[src/rtl/shift_reg_pkg.sv]
// Shared types and the next-value function for the universal shift register.
// shift_next works on a MAX_W-wide container so one function serves every WIDTH.
package shift_reg_pkg;

  localparam int MAX_W = 64;

  typedef enum logic [1:0] {
    SHL = 2'd0,
    SHR = 2'd1,
    ROL = 2'd2,
    ROR = 2'd3
  } shift_mode_e;

  typedef enum logic {
    IDLE  = 1'b0,
    SHIFT = 1'b1
  } state_e;

  // r holds a w-bit value in its low bits; bits at w and above are ignored.
  // The result has those upper bits cleared.
  function automatic logic [MAX_W-1:0] shift_next(input logic [MAX_W-1:0] r,
                                                  input int unsigned     w,
                                                  input shift_mode_e     mode,
                                                  input logic            serial_in);
    logic [MAX_W-1:0] mask;
    logic [MAX_W-1:0] top;
    logic [MAX_W-1:0] res;
    logic             msb;
    logic             fill_l;
    logic             fill_r;
    mask   = (MAX_W'(1) << w) - MAX_W'(1);
    top    = MAX_W'(1) << (w - 1);
    msb    = |(r & top);
    fill_l = (mode == SHL) ? serial_in : msb;
    fill_r = (mode == SHR) ? serial_in : r[0];
    if (mode == SHL || mode == ROL) begin
      res = ((r << 1) | MAX_W'(fill_l)) & mask;
    end else begin
      res = ((r & mask) >> 1) | (fill_r ? top : '0);
    end
    return res;
  endfunction

endpackage

[src/rtl/univ_shift_reg.sv]
// Universal shift register with parallel load and a start/count burst engine.
// WIDTH must not exceed shift_reg_pkg::MAX_W.
module univ_shift_reg
  import shift_reg_pkg::*;
#(
  parameter int               WIDTH     = 8,
  parameter logic [WIDTH-1:0] RESET_VAL = '0,
  localparam int              CNT_W     = $clog2(WIDTH + 1)
) (
  input  logic              clk,
  input  logic              reset,
  input  logic              load,
  input  logic [WIDTH-1:0]  parallel_data_in,
  input  shift_mode_e       mode,
  input  logic              start,
  input  logic [CNT_W-1:0]  shift_count,
  input  logic              serial_in,
  output logic [WIDTH-1:0]  parallel_data_out,
  output logic              serial_out,
  output logic              busy,
  output logic              done
);

  state_e            state_q, state_d;
  shift_mode_e       mode_q, mode_d;
  logic [WIDTH-1:0]  data_q, data_d;
  logic [CNT_W-1:0]  remaining_q, remaining_d;
  logic              done_q, done_d;
  logic [WIDTH-1:0]  shifted;
  logic [CNT_W-1:0]  count_sat;

  assign shifted   = WIDTH'(shift_next(MAX_W'(data_q), WIDTH, mode_q, serial_in));
  assign count_sat = (shift_count > CNT_W'(WIDTH)) ? CNT_W'(WIDTH) : shift_count;

  always_comb begin
    state_d     = state_q;
    mode_d      = mode_q;
    data_d      = data_q;
    remaining_d = remaining_q;
    done_d      = 1'b0;
    case (state_q)
      IDLE: begin
        if (load) begin
          data_d = parallel_data_in;
        end else if (start) begin
          // A zero-length burst completes immediately without entering SHIFT.
          if (shift_count != '0) begin
            mode_d      = mode;
            remaining_d = count_sat;
            state_d     = SHIFT;
          end else begin
            done_d = 1'b1;
          end
        end
      end
      SHIFT: begin
        data_d      = shifted;
        remaining_d = remaining_q - CNT_W'(1);
        if (remaining_q == CNT_W'(1)) begin
          state_d = IDLE;
          done_d  = 1'b1;
        end
      end
    endcase
  end

  always_ff @(posedge clk or posedge reset) begin
    if (reset) begin
      state_q     <= IDLE;
      mode_q      <= SHL;
      data_q      <= RESET_VAL;
      remaining_q <= '0;
      done_q      <= 1'b0;
    end else begin
      state_q     <= state_d;
      mode_q      <= mode_d;
      data_q      <= data_d;
      remaining_q <= remaining_d;
      done_q      <= done_d;
    end
  end

  assign parallel_data_out = data_q;
  assign serial_out        = (mode_q == SHL || mode_q == ROL) ? data_q[WIDTH-1] : data_q[0];
  assign busy              = (state_q == SHIFT);
  assign done              = done_q;

endmodule
[config.mk]
export PLATFORM = sky130hd
export DESIGN_NAME = univ_shift_reg
export DESIGN_NICKNAME = d
export VERILOG_FILES = /design/src/rtl/shift_reg_pkg.sv /design/src/rtl/univ_shift_reg.sv
export SDC_FILE = /design/constraint.sdc
export NUM_CORES = 1
export LEC_CHECK = 0
export ABC_AREA = 0
export ABC_CLOCK_PERIOD_IN_PS = 2750
export BUFFER_PORTS_ARGS = -buffer_cell sky130_fd_sc_hd__buf_2
export CAP_MARGIN = 20
export CORE_ASPECT_RATIO = 1.25
export CORE_MARGIN = 3
export CORE_UTILIZATION = 31
export DETAILED_ROUTE_END_ITERATION = 8
export GPL_TIMING_DRIVEN = 0
export PLACE_DENSITY = 0.56
export RECOVER_POWER = 50
export SYNTH_ARGS = -nofsm -noshare
export SYNTH_HDL_FRONTEND = slang
export SYNTH_SLANG_ARGS = --single-unit
[constraint.sdc]
create_clock -name clk -period 2.75 [get_ports clk]
set_clock_uncertainty 0.15 [all_clocks]
set_input_delay 0.55 -clock clk [delete_from_list [all_inputs] [get_ports clk]]
set_output_delay 0.55 -clock clk [all_outputs]
set_load 0.1 [all_outputs]
# After elaboration in Yosys (flattened, before gate mapping)
# Index checks and enable logic that the tools add are counted.
[word_totals] reg_bits=16 latchBits=0 ramBits=0 rom_bits=0 out_inout_bits=11 elab_cells=45 mem_count=0
[classes] add_sub_neg=1 mul=0 div_mod_pow=0 n_lt_le_gt_ge=1 eq_ne=7 n_shift=0 muxes=22 n_bitwise=4 n_reduce_logical=5
[op_table] operator="2-to-1 mux 8 bit" count=3
[op_table] operator="2-to-1 mux 4 bit" count=4
[op_table] operator="one-hot mux 8 bit (2 select lines)" count=1
[op_table] operator="2-to-1 mux 1 bit" count=11
[op_table] operator="!= test 2 bit, second input constant" count=4
[op_table] operator="OR 7 x 8 -> 8 bit" count=1
[op_table] operator="OR 8 x 1 -> 8 bit" count=1
[op_table] operator="one-hot mux 4 bit (2 select lines)" count=1
[op_table] operator="== test 4 x 1 -> 1 bit, second input constant" count=1
[op_table] operator="greater-than comparator 4 bit, second input constant" count=1
[op_table] operator="one-hot mux 1 bit (2 select lines)" count=2
[op_table] operator="AND reduction 4 bit" count=1
[op_table] operator="nonzero test 4 bit" count=1
[op_table] operator="subtractor 4 x 1 -> 4 bit, second input constant" count=1
[op_table] operator="AND reduction 3 bit" count=1
[op_table] operator="== test 2 x 1 -> 1 bit, second input constant" count=1
[op_table] operator="== test 2 bit, second input constant" count=1
[op_table] operator="logical NOT 2 bit" count=1
[op_table] operator="NOT 1 bit" count=2
[op_table] operator="logical OR 1 bit" count=1

# Logic depth before layout (Yosys ltp)
[depth] word_depth=6 mapped_depth=4 depth_no_buf=4

# Least setup slack after synthesis
# Ideal clock, no wire load.
[synth_timing] path_kind="register -> output" startpoint="register data_q[0] (netlist: parallel_data_out[0])" endpoint="output port serial_out" arrival_time_ps=1600 slack_ps=450 stages_incl_launch_ff=2 path_buffers=0 path_cell_list="dfrtp_1 -> mux2_2"
[synth_between] elab_chain_cells=1
[synth_lines] item="from (decl)" line_no="univ_shift_reg.sv:26" rtl="logic [WIDTH-1:0] data_q, data_d;"
[synth_lines] item="from (signal assigned)" line_no="univ_shift_reg.sv:77" rtl="data_q <= data_d;"
[synth_lines] item="2-to-1 mux 1 bit" line_no="univ_shift_reg.sv:84" rtl="assign serial_out = (mode_q == SHL || mode_q == ROL) ? data_q[WIDTH-1] : data_q[0];"
[synth_lines] item="to (decl)" line_no="univ_shift_reg.sv:19" rtl="output logic serial_out,"
# No other way between the ends.

# Worst setup path in the final report
[layout_timing] startpoint="register mode_q[0]" endpoint="output port serial_out"
[layout_between] elab_chain_cells=3 word_cells_on_any_way=4 classes_between="1 x eq/ne; 1 x mux; 2 x reduce/logical"
[layout_lines] item="from (decl)" line_no="univ_shift_reg.sv:25" rtl="shift_mode_e mode_q, mode_d;"
[layout_lines] item="from (signal assigned)" line_no="univ_shift_reg.sv:76" rtl="mode_q <= mode_d;"
[layout_lines] item="== test 2 bit / logical NOT 2 bit (equally long branches)" line_no="univ_shift_reg.sv:84"
[layout_lines] item="logical OR 1 bit *" line_no="univ_shift_reg.sv:84"
[layout_lines] item="2-to-1 mux 1 bit *" line_no="univ_shift_reg.sv:84"
# Every way passes the cells marked *; elsewhere a longest branch is shown, timed or not.

==> metrics.md <==
| Metric | Value |
|---|---|
| Final HPWL DP | `1.70 mm` |
| Worst endpoint required time | `2.05 ns` |
| Pre-Repair DR Iteration Count | `3` |
| Fillcell total | `311` |
| Die area | `3750 um2` |
| RSZ-0062 raised after global routing | `no` |
| Post-CTS Setup Bufs | `0` |
| First-pass GRT wire length | `3.70 mm` |
| Syn avg cell area | `10.6 um2` |
| #FFs+latches synth | `16` |
| Site row count | `21` |
| Clock buffer count from CTS | `3` |
| Worst-path clk slew | `0.10 ns` |
| I/O Buffers | `29` |
| Status | `complete, no violations` |
| Simple logic cell fraction of the synthesized area | `14.6%` |
| Synth Area in Compound Gates | `20.9%` |
| Ys Warns | `0` |
| GRT overflow | `0` |
| Post-Syn Instances | `89` |
| Die Y | `67.7 um` |
| Core area | `2790 um2` |
| Slew margin rel. | `56.9%` |
| H-tree Lvls | `1` |
| Vias in the first global route | `809` |
| N_diodes | `0` |
| Clock Latency Late Sink | `0.28 ns` |
| Sequential share of the synthesized area | `42.4%` |
| F_max | `441 MHz` |
| Main combinational cell family by area after synthesis | `compound AO/OA/AOI/OAI gates` |
| Io pins | `30` |
| Initial drt markers | `31` |
| Mux contribution to synthesized area | `14.2%` |
| Worst path arrival time | `1.57 ns` |
| Crit-path max FO | `10` |
| Top cells by area, synth | `dfrtp_1 42%, mux2i_1 11%, a21oi_1 5.3%` |
| CP Class | `reg2out` |
| Adder-Cell Fraction of Synth Area | `2.65%` |
| TNS Setup | `0 ns` |
| CTS Hold Bufs | `0` |
| GRT Overall Usage | `12.5%` |
| Slew of the pin with the lowest slew margin | `0.645 ns` |
| Final period util | `82.4%` |
| Initial Util | `33.9%` |
| CTS tree | `yes` |
| Cell variety after synth | `29` |
| Post-synthesis xor/xnor area fraction | `0.927%` |
| Largest area contributor in the netlist | `dfrtp_1` |
| # clock sinks | `16` |
| Final Hold Viols | `0` |
| Initial antenna violation count | `0` |
| Crit. End Element | `primary output` |
| DR vias | `799` |
| Wire length per cell | `14.2 um` |
| Area grow syn2layout | `22.6%` |
| Reg-to-reg setup timing slack | `1.18 ns` |
| CP Launch Type | `flip-flop` |
| GPL Wtd Cong | `0.717` |
| Synthesized area | `945 um2` |
| DRC violations left | `0` |
| Final setup viols | `0` |
| Max Transition Viols Final | `0` |
| CTS Root Cell | `clkbuf_4` |
| # Max-Cap Violations | `0` |
| Die W | `55.4 um` |
| Worst r2r path cells | `3` |
| Fraction of layout cells with a size suffix above 1 | `32.8%` |
| Total Nets Final | `144` |
| Post-cts gate resize count | `0` |
| Post-route ant nets | `0` |
| Routed vias/inst | `5.12` |
| Tmin final | `2.27 ns` |
| Synth top area share | `42.4%` |
| Worst Hold Class | `in2async` |
| Routed WL | `2.21 mm` |
| Maximum clock path buffer count | `2` |
| Syn_nets | `110` |
| Largest net degree at the start of global routing | `17` |
## metrics by stage
stage / setup WS, ns / cells / area [um2] / hold slack (ns) / utilization [%]
5_1_grt: 0.414 / 156 / 1160 / 0.220 / 41.6
3_5_place_dp: 0.787 / 152 / 1130 / 0.348 / 40.7
4_1_cts: 0.460 / 156 / 1170 / 0.195 / 42.0
2_1_floorplan: 0.450 / 89 / 945 / 0.314 / -
6_report: 0.484 / 156 / 1160 / 0.183 / 41.6
3_3_place_gp: 0.786 / 152 / 1130 / 0.332 / 40.7
## logic make-up after synthesis
| group | Yosys count |
|---|---|
| AO/OA/AOI/OAI | 30 |
| AND/OR/NAND/NOR | 19 |
| flip-flops | 16 |
| multiplexers | 13 |
| buffers and inverters | 8 |
| adder cells (fa/ha/maj) | 2 |
| XOR/XNOR | 1 |
## cells in the final DEF (no fill, tap or decap), drive strengths merged, types with 4 or more instances in the layout
cell type | netlist | routed
buf | 4 | 30
dfrtp | 16 | 16
nor2 | 5 | 5
clkbuf | 1 | 8
a211oi | 6 | 6
a21oi | 10 | 10
o21ai | 4 | 4
mux2i | 10 | 10
## registers in the layout, summed over array words and instances, names as in the netlist
name,count
done,1
busy,1
remaining_q,4
mode_q,2
parallel_data_out,8
## synthesized netlist by cell type (all sizes together)
master  instances
dfrtp          16
a21oi          10
mux2i          10
a211oi          6
nor2            5
buf             4
o21ai           4
a21o            3
a22oi           3
and2b           3
inv             3
mux2            3
nor2b           3
nor3b           3
ha              2
nand2b          2
a211o           1
clkbuf          1
nand2           1
nor3            1
nor4            1
o21ba           1
o311ai          1
o41ai           1
xnor2           1
## final cells by class
class	instances	area, um2	area share (%)
clock buffers	4	36.3	3.13
inverters	3	11.3	0.972
well taps	34	42.5	3.67
repair buffers	29	144	12.4
plain buffers	5	21.3	1.84
flip-flops and latches	16	400	34.6
multi-input cells	65	503	43.4
## critical path: stages, from the launching register on
cell and delay, ns:
dfrtp_1 0.37, buf_2 0.26, mux2_2 0.36, buf_2 0.29
## final timing paths
path | from | to
max | mode_q[0] | serial_out
min | reset | busy
max reg2reg | busy | remaining_q[1]
min reg2reg | remaining_q[3] | remaining_q[3]
max in group asynchronous | reset | remaining_q[0]
min in group clk | mode[1] | mode_q[1]
## routing by layer
metal  global-route usage, %  wire length [um]  share of wire, %
met3                    2.29               117               5.3
met5                       0                 0                 0
met4                    3.65                13              0.59
met1                    15.5               987                45
met2                    22.0              1100                50
Power is left out: the tool's default activity adds up to more than one toggle a clock period on the data nets, which glitch-free logic cannot reach.
